**config.mk**
```make
export PLATFORM = sky130hd
export DESIGN_NAME = fetch_ctrl_flat
export DESIGN_NICKNAME = d
export VERILOG_FILES = /design/src/rtl/fetch_pkg.sv /design/src/rtl/fetch_if.sv /design/src/rtl/fetch_buf.sv /design/src/rtl/fetch_ctrl.sv /design/src/flat_wrapper.sv
export SDC_FILE = /design/constraint.sdc
export NUM_CORES = 1
export LEC_CHECK = 0
export CAP_MARGIN = 0
export CORE_MARGIN = 8
export CORE_UTILIZATION = 46
export CTS_BUF_LIST = sky130_fd_sc_hd__clkbuf_8
export CTS_CLUSTER_SIZE = 10
export DETAILED_ROUTE_END_ITERATION = 6
export PLACE_DENSITY = 0.78
export REMOVE_ABC_BUFFERS = 1
export SLEW_MARGIN = 20
export SYNTH_ARGS = -nofsm -noshare
export SYNTH_HDL_FRONTEND = slang
export SYNTH_SLANG_ARGS = --single-unit
```
**constraint.sdc**
```tcl
create_clock -name CLK -period 4.45 [get_ports CLK]
set_input_delay 0.89 -clock CLK [delete_from_list [all_inputs] [get_ports CLK]]
set_output_delay 0.89 -clock CLK [all_outputs]
set_load 0.01 [all_outputs]
```
**src/rtl/fetch_pkg.sv**
```systemverilog
// -----------------------------------------------------------------------------
// fetch_pkg
// Shared definitions for the instruction-fetch slice: word width, the default
// program terminator, the fetch FSM state encoding and the instruction buffer
// entry layout. Imported by fetch_if, fetch_buf and fetch_ctrl.
// No ports.
// -----------------------------------------------------------------------------
package fetch_pkg;

    localparam int WORD_W = 32;

    localparam logic [WORD_W-1:0] DEFAULT_HALT_WORD = 32'hFFFF_FFFF;

    typedef enum logic [1:0] {
        ST_RUN   = 2'd0,
        ST_DRAIN = 2'd1,
        ST_HALT  = 2'd2,
        ST_FAULT = 2'd3
    } state_t;

    typedef struct packed {
        logic [WORD_W-1:0] pc;
        logic [WORD_W-1:0] instr;
    } buf_entry_t;

    // Instruction addresses must be word aligned.
    function automatic logic pc_aligned(input logic [WORD_W-1:0] addr);
        return (addr[1:0] == 2'b00);
    endfunction

endpackage

```
**src/rtl/fetch_if.sv**
```systemverilog
// -----------------------------------------------------------------------------
// fetch_if
// Bundles the fetch sequencer's memory, redirect, decode-handshake and status
// signals.
//   master : the fetch sequencer (drives imem_addr, out_*, halted, fault)
//   slave  : the surrounding core / memory (drives imem_data, redirect_*,
//            out_ready)
// -----------------------------------------------------------------------------
interface fetch_if;
    import fetch_pkg::*;

    logic [WORD_W-1:0] imem_addr;
    logic [WORD_W-1:0] imem_data;
    logic              redirect_valid;
    logic [WORD_W-1:0] redirect_pc;
    logic              out_valid;
    logic              out_ready;
    logic [WORD_W-1:0] out_instr;
    logic [WORD_W-1:0] out_pc;
    logic              halted;
    logic              fault;

    modport master (
        output imem_addr,
        input  imem_data,
        input  redirect_valid,
        input  redirect_pc,
        output out_valid,
        input  out_ready,
        output out_instr,
        output out_pc,
        output halted,
        output fault
    );

    modport slave (
        input  imem_addr,
        output imem_data,
        output redirect_valid,
        output redirect_pc,
        input  out_valid,
        output out_ready,
        input  out_instr,
        input  out_pc,
        input  halted,
        input  fault
    );

endinterface

```
**src/rtl/fetch_buf.sv**
```systemverilog
// -----------------------------------------------------------------------------
// fetch_buf
// Small synchronous FIFO holding fetched {pc, instr} entries for decode.
//   clk, rst_n : clock, asynchronous active-low reset (pointers/count only)
//   push/wdata : write an entry (ignored when full unless popping same cycle)
//   pop/rdata  : rdata is the head entry; pop removes it
//   flush      : drop every entry; wins over push in the same cycle
//   count, full, empty : occupancy status
// -----------------------------------------------------------------------------
module fetch_buf
    import fetch_pkg::*;
#(
    parameter  int DEPTH = 2,
    localparam int CNT_W = $clog2(DEPTH) + 1
) (
    input  logic             clk,
    input  logic             rst_n,
    input  logic             push,
    input  logic             pop,
    input  logic             flush,
    input  buf_entry_t       wdata,
    output buf_entry_t       rdata,
    output logic [CNT_W-1:0] count,
    output logic             full,
    output logic             empty
);

    localparam int PTR_W = (DEPTH > 1) ? $clog2(DEPTH) : 1;

    buf_entry_t       store [DEPTH];
    logic [PTR_W-1:0] rd_ptr;
    logic [PTR_W-1:0] wr_ptr;
    logic             do_push;
    logic             do_pop;

    assign full    = (count == CNT_W'(DEPTH));
    assign empty   = (count == '0);
    assign do_pop  = pop & ~empty;
    assign do_push = push & (~full | do_pop);
    assign rdata   = store[rd_ptr];

    always_ff @(posedge clk or negedge rst_n) begin
        if (!rst_n) begin
            rd_ptr <= '0;
            wr_ptr <= '0;
            count  <= '0;
        end else if (flush) begin
            rd_ptr <= '0;
            wr_ptr <= '0;
            count  <= '0;
        end else begin
            if (do_push) wr_ptr <= wr_ptr + PTR_W'(1);
            if (do_pop)  rd_ptr <= rd_ptr + PTR_W'(1);
            count <= count + CNT_W'(do_push) - CNT_W'(do_pop);
        end
    end

    // Entry storage carries no reset; occupancy alone decides validity.
    always_ff @(posedge clk) begin
        if (do_push && !flush) store[wr_ptr] <= wdata;
    end

endmodule

```
**src/rtl/fetch_ctrl.sv**
```systemverilog
// -----------------------------------------------------------------------------
// fetch_ctrl
// Instruction-fetch sequencer for a single-cycle-read instruction memory.
// Owns the PC, fetches one word per cycle into fetch_buf and presents the
// buffer head to decode over valid/ready. Handles redirects, stops on the
// terminator word and raises a sticky fault on illegal fetch addresses.
//   CLK, RST_N          : clock, asynchronous active-low reset
//   bus.imem_addr/data  : memory address (= PC) and combinational read data
//   bus.redirect_*      : one-cycle PC change request
//   bus.out_*           : decode handshake (instr + its PC)
//   bus.halted          : terminator reached and buffer drained
//   bus.fault           : sticky illegal-address / misaligned-redirect flag
// -----------------------------------------------------------------------------
module fetch_ctrl
    import fetch_pkg::*;
#(
    parameter logic [WORD_W-1:0] RESET_PC  = 32'h0000_0000,
    parameter int                MEM_WORDS = 32,
    parameter int                BUF_DEPTH = 2,
    parameter logic [WORD_W-1:0] HALT_WORD = DEFAULT_HALT_WORD
) (
    input  logic     CLK,
    input  logic     RST_N,
    fetch_if.master  bus
);

    localparam int                CNT_W    = $clog2(BUF_DEPTH) + 1;
    localparam logic [WORD_W-1:0] PC_LIMIT = WORD_W'(MEM_WORDS * 4);

    state_t            state;
    logic [WORD_W-1:0] pc;
    logic              halted_r;
    logic              fault_r;

    buf_entry_t        head;
    logic [CNT_W-1:0]  count;
    logic              full;
    logic              empty;

    logic              pop;
    logic              push;
    logic              flush;
    logic              pc_legal;
    logic              is_halt;
    logic              empty_next;

    assign pc_legal = (pc < PC_LIMIT);
    assign is_halt  = (bus.imem_data == HALT_WORD);

    // Entries left over from the cycle that entered FAULT are hidden here and
    // flushed on the following edge.
    assign bus.out_valid = ~empty & (state != ST_FAULT);
    assign pop           = bus.out_valid & bus.out_ready;

    assign push = (state == ST_RUN) & ~bus.redirect_valid & (~full | pop)
                & pc_legal & ~is_halt;

    // FAULT ignores redirects but keeps the buffer empty.
    assign flush = (bus.redirect_valid & (state != ST_FAULT)) | (state == ST_FAULT);

    // Buffer will be empty after this edge; only used when no push happens.
    assign empty_next = empty | ((count == CNT_W'(1)) & pop);

    assign bus.imem_addr = pc;
    assign bus.out_instr = bus.out_valid ? head.instr : '0;
    assign bus.out_pc    = bus.out_valid ? head.pc    : '0;
    assign bus.halted    = halted_r;
    assign bus.fault     = fault_r;

    fetch_buf #(
        .DEPTH (BUF_DEPTH)
    ) u_buf (
        .clk   (CLK),
        .rst_n (RST_N),
        .push  (push),
        .pop   (pop),
        .flush (flush),
        .wdata ('{pc: pc, instr: bus.imem_data}),
        .rdata (head),
        .count (count),
        .full  (full),
        .empty (empty)
    );

    always_ff @(posedge CLK or negedge RST_N) begin
        if (!RST_N) begin
            state    <= ST_RUN;
            pc       <= RESET_PC;
            halted_r <= 1'b0;
            fault_r  <= 1'b0;
        end else begin
            case (state)
                ST_RUN, ST_DRAIN, ST_HALT: begin
                    if (bus.redirect_valid) begin
                        halted_r <= 1'b0;
                        if (!pc_aligned(bus.redirect_pc)) begin
                            state   <= ST_FAULT;
                            fault_r <= 1'b1;
                        end else begin
                            pc    <= bus.redirect_pc;
                            state <= ST_RUN;
                        end
                    end else if (state == ST_RUN) begin
                        if (!pc_legal) begin
                            state   <= ST_FAULT;
                            fault_r <= 1'b1;
                        end else if (is_halt) begin
                            // PC parks on the terminator word.
                            if (empty_next) begin
                                state    <= ST_HALT;
                                halted_r <= 1'b1;
                            end else begin
                                state <= ST_DRAIN;
                            end
                        end else if (push) begin
                            pc <= pc + 32'd4;
                        end
                    end else if ((state == ST_DRAIN) && empty_next) begin
                        state    <= ST_HALT;
                        halted_r <= 1'b1;
                    end
                end
                default: begin
                    // ST_FAULT: sticky until reset.
                end
            endcase
        end
    end

endmodule

```
**src/flat_wrapper.sv**
```systemverilog
// flat-port wrapper written by rule: the top's interface ports become plain ports
module fetch_ctrl_flat import fetch_pkg::*;
#(
    parameter logic [WORD_W-1:0] RESET_PC  = 32'h0000_0000,
    parameter int                MEM_WORDS = 32,
    parameter int                BUF_DEPTH = 2,
    parameter logic [WORD_W-1:0] HALT_WORD = DEFAULT_HALT_WORD
)
  (CLK, RST_N, bus_imem_addr, bus_imem_data, bus_redirect_valid, bus_redirect_pc, bus_out_valid, bus_out_ready, bus_out_instr, bus_out_pc, bus_halted, bus_fault);
  fetch_if bus_i ();
  input  logic CLK;
  input  logic RST_N;
  output wire logic [$bits(bus_i.imem_addr)-1:0] bus_imem_addr;
  input wire logic [$bits(bus_i.imem_data)-1:0] bus_imem_data;
  input wire logic [$bits(bus_i.redirect_valid)-1:0] bus_redirect_valid;
  input wire logic [$bits(bus_i.redirect_pc)-1:0] bus_redirect_pc;
  output wire logic [$bits(bus_i.out_valid)-1:0] bus_out_valid;
  input wire logic [$bits(bus_i.out_ready)-1:0] bus_out_ready;
  output wire logic [$bits(bus_i.out_instr)-1:0] bus_out_instr;
  output wire logic [$bits(bus_i.out_pc)-1:0] bus_out_pc;
  output wire logic [$bits(bus_i.halted)-1:0] bus_halted;
  output wire logic [$bits(bus_i.fault)-1:0] bus_fault;
  assign bus_imem_addr = bus_i.imem_addr;
  assign bus_i.imem_data = bus_imem_data;
  assign bus_i.redirect_valid = bus_redirect_valid;
  assign bus_i.redirect_pc = bus_redirect_pc;
  assign bus_out_valid = bus_i.out_valid;
  assign bus_i.out_ready = bus_out_ready;
  assign bus_out_instr = bus_i.out_instr;
  assign bus_out_pc = bus_i.out_pc;
  assign bus_halted = bus_i.halted;
  assign bus_fault = bus_i.fault;
  fetch_ctrl #(.RESET_PC(RESET_PC), .MEM_WORDS(MEM_WORDS), .BUF_DEPTH(BUF_DEPTH), .HALT_WORD(HALT_WORD)) u_core (.CLK(CLK), .RST_N(RST_N), .bus(bus_i));
endmodule
```
==> results.json, run 1 <==
{
  "outcome": "finished, final reports clean",
  "synth_edf_count": 128,
  "synth_top_area_share_pct": 55.2,
  "gp_congestion": 0.898,
  "syn_inst": 510,
  "cp_cell_sequence": "o21ai_4 > buf_4 > nor2_1 > clkdlybuf4s50_1",
  "ys_warn_count": 0,
  "cts_hold_buf": 0,
  "drive_gt1_share_pct": 9.05,
  "core-area_um2": 15000,
  "p_leak_nw": 3.25,
  "initialDrtViolationCount": 249,
  "ys_dominant_reg_cell": "edfxtp_1",
  "grt_overflow": 0,
  "postCtsSetupRepairBufs": 0,
  "portBuffers": 166,
  "powerDensity_nw_per_um2": 425,
  "synth_area_leaders": "edfxtp_1 55%, dfrtp_1 14%, mux2i_1 9.3%, nor2_1 4.4%, nand2_1 3.0%",
  "ios": 167,
  "cts_resized": 0,
  "cts-buffers-inserted": 17,
  "cts.sinks": 168,
  "critPathRequiredTime_ns": 3.56,
  "ant_nets": 0,
  "grt_pass1_vias": 5003,
  "die_area_um2": 19300,
  "worstSetupEndpointType": "primary output",
  "yosysMostFrequentCell": "edfxtp_1",
  "whs_ns": 0.513,
  "cp_data_arrival_time_ns": 2.81,
  "ys_ff_latch": 168,
  "skew_ns": 0.0123,
  "h-tree-depth": 4,
  "avgRoutedWirePerCell_um": 18.8,
  "finalCritPeriodShare_pct": 83.1,
  "max_cap_viol_count": 0,
  "tightest_slew_ns": 1.00,
  "critPathMaxFanout": 36,
  "drc": 0,
  "vias": 4749,
  "slew_viol_final": 0,
  "syn_to_final_growth_pct": 34.1,
  "grt_use_total_pct": 17.5,
  "path_clk_slew_ns": 0.09,
  "ir_drop_mv": 0.328,
  "start_util_pct": 46.5,
  "rsz0062_at_grt": "false",
  "hold_path_class": "flip-flop to flip-flop",
  "r2r_cells": 6,
  "clockRootBuffer": "clkbuf_8",
  "drt_pass1_iterations": 4,
  "avgViaCountPerCell": 5.37,
  "tns_ns": 0,
  "netlist_area_um2": 6970,
  "final_nets": 754,
  "rows": 45,
  "min_path_cells": 2,
  "cts_tree": "yes",
  "synth.yosys.seq_area_share_pct": 69.5,
  "antenna_found_initial": 0,
  "synth_top_area_cell": "edfxtp_1",
  "startpoint_type": "flip-flop",
  "grt_pass1_wl_mm": 26.6,
  "synthTopCellsByCount": "128 x edfxtp_1, 82 x nor2_1, 65 x mux2i_1",
  "min_period_ns": 3.70,
  "dp_hpwl_mm": 11.9,
  "hold_viol": 0,
  "synth_cell_types": 52,
  "grt_max_degree": 50,
  "path_class": "flip-flop to primary output",
  "maxSlewHeadroom_pct": 33.1,
  "diodes": 0,
  "die_w_um": 139,
  "routed_wirelength_mm": 16.6,
  "insertion_delay_ns": 0.45,
  "async_flop_share_pct": 23.8,
  "timing.fmax_mhz": 270,
  "slowest_delay_ns": 0.81,
  "slowest_stage": "o21ai_4",
  "syn-mean-instance-area_um2": 13.7,
  "setup_viol": 0,
  "cts_max_path_buffers": 2,
  "die_h_um": 139
}
## final timing paths
| kind | from | to | slack, ns |
|---|---|---|---|
| setup / recovery | u_core.u_buf.count[0] | bus_out_instr[29] | 0.75 |
| hold / removal | u_core.bus.fault | u_core.bus.fault | 0.51 |
| min in group asynchronous | RST_N | u_core.bus.fault | 0.58 |
| hold reg to reg | u_core.bus.fault | u_core.bus.fault | 0.51 |
| max in group asynchronous | RST_N | u_core.u_buf.rd_ptr | 3.18 |
| setup reg to reg | u_core.bus.imem_addr[26] | u_core.u_buf.store[1][16] | 1.79 |
## metrics by stage
step                      cell area, um2  setup WS (ns)  power, mW  cells  util [%]
final                               9340          0.752       3.97    884      62.4
after detailed placement            8880          0.716       2.78    852      59.3
after floorplan                     6880         -0.780       2.33    488         -
after global routing                9340          0.539       4.14    884      62.4
after CTS                           9340          0.661       4.00    884      62.4
after global placement              8880          0.809       2.76    852      59.3
## power breakdown
group	total (mW)	internal [mW]	switching, mW
clock	1.23	0.694	0.532
combinational	0.639	0.353	0.287
sequential	2.11	1.87	0.235
total	3.97	2.92	1.05
## cell usage in the layout, fill, tap and decap left out, drive strengths merged, types with 3 or more instances in the layout
cell           instances
clkdlybuf4s50        165
edfxtp               128
nor2                  83
mux2i                 65
nand2                 57
dfrtp                 40
clkbuf                19
nand4                 16
o21ai                 16
inv                   13
buf                   11
and3                   8
nor4                   8
nand3                  5
bufinv                 5
and2                   5
a21oi                  4
o22ai                  4
clkinvlp               4
xnor2                  3
o211ai                 3
ha                     3
nor3                   3
a211oi                 3
## worst max-delay path: cells and delay by family (launching register included)
family	cells	cell delay [ns]
AO/OA/AOI/OAI	1	0.81
AND/OR/NAND/NOR	1	0.12
flip-flops	1	0.48
buffers and inverters	2	0.95
## kinds of logic (layout without fill, tap and decap cells)
logic type | count (synthesis) | in the layout | synth area share (%)
AOI/OAI and AO/OA | 47 | 47 | 4.97
xor gates and xnor gates | 3 | 3 | 0.377
muxes | 66 | 66 | 9.50
DFF | 168 | 168 | 69.5
and+or+nand+nor | 190 | 190 | 13.2
buffers and inverters | 33 | 219 | 1.90
adders and majority gates | 3 | 3 | 0.539
## metal layers
metal,global-route usage (%),part of all wire (%),vias up
met1,21.1,42,2307
met3,5.51,7.3,25
met4,6.76,1.7,0
met5,0,0,-
li1,-,-,2224
met2,28.7,49,193
## cell type report
class | instances | area (um2)
inverter | 11 | 41.3
timing repair buffer | 176 | 1740
multi-input combinational | 309 | 2010
clock inverter | 13 | 201
sequential | 168 | 4850
tap | 188 | 235
clock buffer | 19 | 262
fill | 1129 | 5630
## sequential cells by signal (all words and copies together), names as in the netlist
name                  flops
u_core.u_buf.rd_ptr       1
u_core.bus.fault          1
u_core.u_buf.wr_ptr       1
u_core.u_buf.count        2
u_core.bus.imem_addr     32
u_core.bus.halted         1
u_core.state              2
u_core.u_buf.store      128
(Power assumes the default switching activity.)
==> run 2, diff against run 1 <==
- CORE_UTILIZATION: 46 -> 50
- PLACE_DENSITY: 0.78 -> 0.8
- clock period: 4.45 -> 3.5 ns (I/O delays scaled with it)
==> run 2 against run 1 <==
Design area about the same. Hold slack worse by 0.11 ns. Clock skew fell by 0.0033 ns. Critical path type unchanged. Largest cell class unchanged. Largest power group unchanged.
==> results.json, run 2 (synthesis results as in run 1) <==
{
  "vias": 4815,
  "diodes": 0,
  "max_cap_viol_count": 0,
  "final_nets": 761,
  "outcome": "finished, final reports clean",
  "fillers": 1016,
  "h-tree-depth": 4,
  "cp_data_arrival_time_ns": 2.40,
  "crit_family": "buffers and inverters",
  "seqPwrFrac_pct": 55.3,
  "rsz0062_at_grt": "false",
  "clockRootBuffer": "clkbuf_8",
  "timing.fmax_mhz": 323,
  "largest_reg_flops": 128,
  "gp_congestion": 0.858,
  "switching_power_mw": 1.46,
  "path_class": "flip-flop to primary output",
  "p_comb_share_pct": 17.5,
  "drive_gt1_share_pct": 10.2,
  "ios": 167,
  "hold_viol": 0,
  "rows": 43,
  "start_util_pct": 50.6,
  "r2r_cells": 7,
  "ir_drop_mv": 0.387,
  "startpoint_type": "flip-flop",
  "skew_ns": 0.00900,
  "r2r_end": "u_core.u_buf.store[0][34]",
  "avgViaCountPerCell": 5.45,
  "routed_wirelength_mm": 17.2,
  "grt_max_degree": 65,
  "cts_max_path_buffers": 2,
  "cts.sinks": 168,
  "cts_resized": 0,
  "initialDrtViolationCount": 330,
  "r2r_slack_ns": 0.61,
  "multi_input_area_um2": 2010,
  "cts-buffers-inserted": 17,
  "core-area_um2": 13800,
  "path_clk_slew_ns": 0.10,
  "finalCritPeriodShare_pct": 88.5,
  "slew_viol_final": 0,
  "tightest_slew_ns": 0.988,
  "avgRoutedWirePerCell_um": 19.5,
  "power.total_mw": 4.83,
  "antenna_found_initial": 0,
  "drt_pass1_iterations": 5,
  "cts_hold_buf": 0,
  "p_clk_share_pct": 27.2,
  "die_h_um": 134,
  "mostFrequentLayoutCells": "165 x clkdlybuf4s50_1, 128 x edfxtp_1, 81 x nor2_1",
  "grt_pass1_wl_mm": 26.7,
  "die_area_um2": 18000,
  "postCtsSetupRepairBufs": 0,
  "drc": 0,
  "crit-reg2reg-launch": "u_core.bus.imem_addr[16]",
  "slowest_delay_ns": 0.81,
  "maxSlewHeadroom_pct": 34.1,
  "grt_use_total_pct": 19.2,
  "seq_area_um2": 4850,
  "critPathRequiredTime_ns": 2.80,
  "top_register": "u_core.u_buf.store",
  "internal-power_mw": 3.37,
  "powerDensity_nw_per_um2": 517,
  "portBuffers": 166,
  "cp_cell_sequence": "buf_4 > mux2i_1 > nor2_1 > clkdlybuf4s50_1",
  "slowest_stage": "dfrtp_4",
  "cts_tree": "yes",
  "syn_to_final_growth_pct": 34.2,
  "insertion_delay_ns": 0.45,
  "die_w_um": 134,
  "final_common_cell": "clkdlybuf4s50_1",
  "critPathMaxFanout": 29,
  "whs_ns": 0.401,
  "swShare_pct": 30.2,
  "crit_cells": 4,
  "worstSetupEndpointType": "primary output",
  "p_leak_nw": 3.27,
  "setup_viol": 0,
  "grt_pass1_vias": 4984,
  "ant_nets": 0,
  "tns_ns": 0,
  "grt_overflow": 0,
  "dp_hpwl_mm": 12.1,
  "hold_path_class": "primary input to asynchronous set/reset pin",
  "crit_buf_inv": 2,
  "min_period_ns": 3.10
}
==> run 2: changes by cell type in the layout (fill, tap and decap cells not counted), sizes merged <==
cell      previous run  this run
inv                 13        21
clkinvlp             4         0
buf                 11        18
clkinv               2         5
clkbuf              19        17
bufinv               5         0
==> run 2: metrics by stage <==
step	setup slack (ns)	instance area (um2)	instances	utilization [%]
after floorplan	-1.73	6880	488	-
after global placement	0.0632	8940	850	64.9
after detailed placement	-0.0371	8970	851	65.1
after CTS	0.367	9350	883	67.9
after global routing	0.299	9350	883	67.9
final	0.402	9350	883	67.9
==> run 2: worst max-delay path by stage <==
stage,start,to
global route,bus_imem_data[16],u_core.u_buf.count[1]
CTS,u_core.u_buf.rd_ptr,bus_out_instr[2]
detailed placement,bus_imem_data[22],u_core.u_buf.count[1]
finish,u_core.u_buf.rd_ptr,bus_out_instr[2]
global placement,bus_imem_data[22],u_core.u_buf.count[1]
floorplan,u_core.u_buf.count[0],u_core.u_buf.count[1]
==> run 2: cell type report <==
cell class,instances,share of cell area (%)
Timing Repair Buffer,183,19.7
Multi-Input combinational cell,309,21.5
Clock buffer,17,2.50
Tap cell,180,2.41
Sequential cell,168,51.9
Inverter,11,0.442
Clock inverter,15,1.59
==> run 2: power by group through the flow <==
stage | Clock, mW | Sequential [mW] | Combinational [mW]
after detailed placement | 0 | 2.71 | 0.852
final | 1.32 | 2.67 | 0.844
after floorplan | 0 | 2.70 | 0.257
after CTS | 1.34 | 2.67 | 0.857
after global placement | 0 | 2.70 | 0.823
after global routing | 1.42 | 2.70 | 0.906
==> run 2: layer usage <==
metal | vias up | track usage (%) | share of wire (%)
li1 | 2235 | - | -
met1 | 2349 | 23.1 | 42
met3 | 28 | 4.86 | 6.7
met5 | - | 0 | 0
met4 | 0 | 8.23 | 2.0
met2 | 203 | 32.0 | 49
==> run 3, diff against run 2 <==
- PLACE_DENSITY: 0.8 -> 0.77
==> run 3 against run 2 <==
Cell count fell by 0.23%. Design area fell by 0.40%. Setup slack got worse by 0.20 ns. Count of clock-buffer cells in the layout rose by 1. Maximum frequency fell by 6.1%. First-iteration DRC count fell by 24%. Clock skew barely moved. Sequential cell count did not move. Die area did not move. Clock power fell by 3%. Sequential share of layout area rose by 0.21 points. Critical path type unchanged. Critical endpoint is now bus_out_pc[17]. Largest cell class unchanged. Highest routed layer unchanged.
==> results.json, run 3 (synthesis results as in run 1) <==
{
  "outcome": "finished, final reports clean",
  "diodes": 0,
  "setup_viol": 0,
  "path_class": "flip-flop to primary output",
  "die_w_um": 134,
  "max_cap_viol_count": 0,
  "crit_cells": 4,
  "drt_pass1_iterations": 5,
  "p_leak_nw": 3.26,
  "gp_congestion": 0.849,
  "ant_nets": 0,
  "avgViaCountPerCell": 5.42,
  "grt_pass1_vias": 4895,
  "ir_drop_mv": 0.308,
  "crit_family": "compound AO/OA/AOI/OAI gates",
  "mostFrequentLayoutCells": "165 x clkdlybuf4s50_1, 128 x edfxtp_1, 81 x nor2_1",
  "dp_slack_ns": -0.0714,
  "cts_hold_buf": 0,
  "routed_wirelength_mm": 16.8,
  "maxSlewHeadroom_pct": 33.3,
  "rsz0062_at_grt": "false",
  "cp_data_arrival_time_ns": 2.60,
  "critPathRequiredTime_ns": 2.80,
  "hold_path_class": "primary input to asynchronous set/reset pin",
  "r2r_end": "u_core.u_buf.store[0][58]",
  "vias": 4774,
  "portBuffers": 166,
  "powerDensity_nw_per_um2": 513,
  "h-tree-depth": 4,
  "ios": 167,
  "top_register": "u_core.u_buf.store",
  "cts-buffers-inserted": 17,
  "worstSetupEndpointType": "primary output",
  "crit_buf_inv": 2,
  "dp_hpwl_mm": 11.8,
  "syn_to_final_growth_pct": 33.7,
  "worstSetupStartpoint": "u_core.u_buf.count[1]",
  "finalWorstSetupSlack_ns": 0.200,
  "initialDrtViolationCount": 250,
  "drc": 0,
  "grt_pass1_wl_mm": 26.1,
  "grt_overflow": 0,
  "cts_tree": "yes",
  "skew_ns": 0.00885,
  "finalCritPeriodShare_pct": 94.3,
  "startpoint_type": "flip-flop",
  "min_period_ns": 3.30,
  "slowest_stage": "o21ai_4",
  "slew_viol_final": 0,
  "grt_use_total_pct": 18.8,
  "endpoint": "bus_out_pc[17]",
  "rows": 43,
  "avgRoutedWirePerCell_um": 19.1,
  "die_h_um": 134,
  "clockRootBuffer": "clkbuf_8",
  "core-area_um2": 13800,
  "r2r_cells": 8,
  "drive_gt1_share_pct": 8.99,
  "r2r_slack_ns": 0.77,
  "postCtsSetupRepairBufs": 0,
  "antenna_found_initial": 0,
  "critPathMaxFanout": 35,
  "cts_max_path_buffers": 2,
  "slowest_delay_ns": 0.82,
  "power.total_mw": 4.77,
  "path_clk_slew_ns": 0.08,
  "final_nets": 759,
  "timing.fmax_mhz": 303,
  "tightest_slew_ns": 0.997,
  "final_common_cell": "clkdlybuf4s50_1",
  "hold_viol": 0,
  "insertion_delay_ns": 0.45,
  "cts.sinks": 168,
  "cts_resized": 0,
  "largest_reg_flops": 128,
  "die_area_um2": 18000,
  "cp_cell_sequence": "o21ai_4 > buf_12 > nor2_1 > clkdlybuf4s50_1",
  "start_util_pct": 50.6,
  "crit-reg2reg-launch": "u_core.bus.imem_addr[28]",
  "grt_max_degree": 65
}
run 3: cell types whose count changed in the layout (fill, tap and decap cells not counted), moves of 2 or more:
| cell | change |
|---|---|
| inv_6 | -6 |
| clkinv_1 | +4 |
| inv_8 | -4 |
| inv_1 | +3 |
| bufinv_16 | +2 |
| clkinv_2 | +3 |
| buf_4 | -2 |
| clkinv_4 | -2 |
run 3: worst min path at each step:
stage | start | to | slack, ns
6_report | RST_N | u_core.bus.imem_addr[2] | 0.38
5_1_grt | RST_N | u_core.bus.imem_addr[4] | 0.43
2_1_floorplan | RST_N | u_core.bus.fault | 0.40
3_3_place_gp | u_core.bus.imem_addr[0] | u_core.u_buf.store[0][32] | 0.49
4_1_cts | RST_N | u_core.bus.imem_addr[2] | 0.39
3_5_place_dp | u_core.bus.imem_addr[0] | u_core.u_buf.store[1][32] | 0.49
run 3: metal layers:
metal  up-vias  part of all wire (%)  GRT usage [%]
met5         -                     0              0
met4         0                   1.6           8.23
met3        19                   7.1           5.20
met2       186                    47           29.7
met1      2337                    44           23.8
li1       2232                     -              -
run 3: final cells by class:
class	count	area, um2
clock inverters	14	119
clock buffers	18	248
inverters	11	41.3
multi-input cells	309	2010
flip-flops and latches	168	4850
repair buffers	181	1820
fillers	1017	4460
well taps	180	225
run 3: through the flow:
stage                     setup TNS [ns]  hold slack (ns)  instances  util, %  cell area (um2)
after floorplan                  -176.85            0.404        488        -             6880
final                                  0            0.375        881     67.6             9310
after global routing                   0            0.433        881     67.6             9310
after global placement                 0            0.486        848     64.8             8920
after CTS                              0            0.390        881     67.6             9310
after detailed placement         -0.0714            0.494        849     64.9             8940
run 3: report_power, final:
| group | leakage [nW] | switching, mW | internal [mW] |
|---|---|---|---|
| combinational | 1.44 | 0.375 | 0.459 |
| clock | 0.200 | 0.645 | 0.632 |
| sequential | 1.62 | 0.281 | 2.38 |
| total | 3.26 | 1.30 | 3.47 |
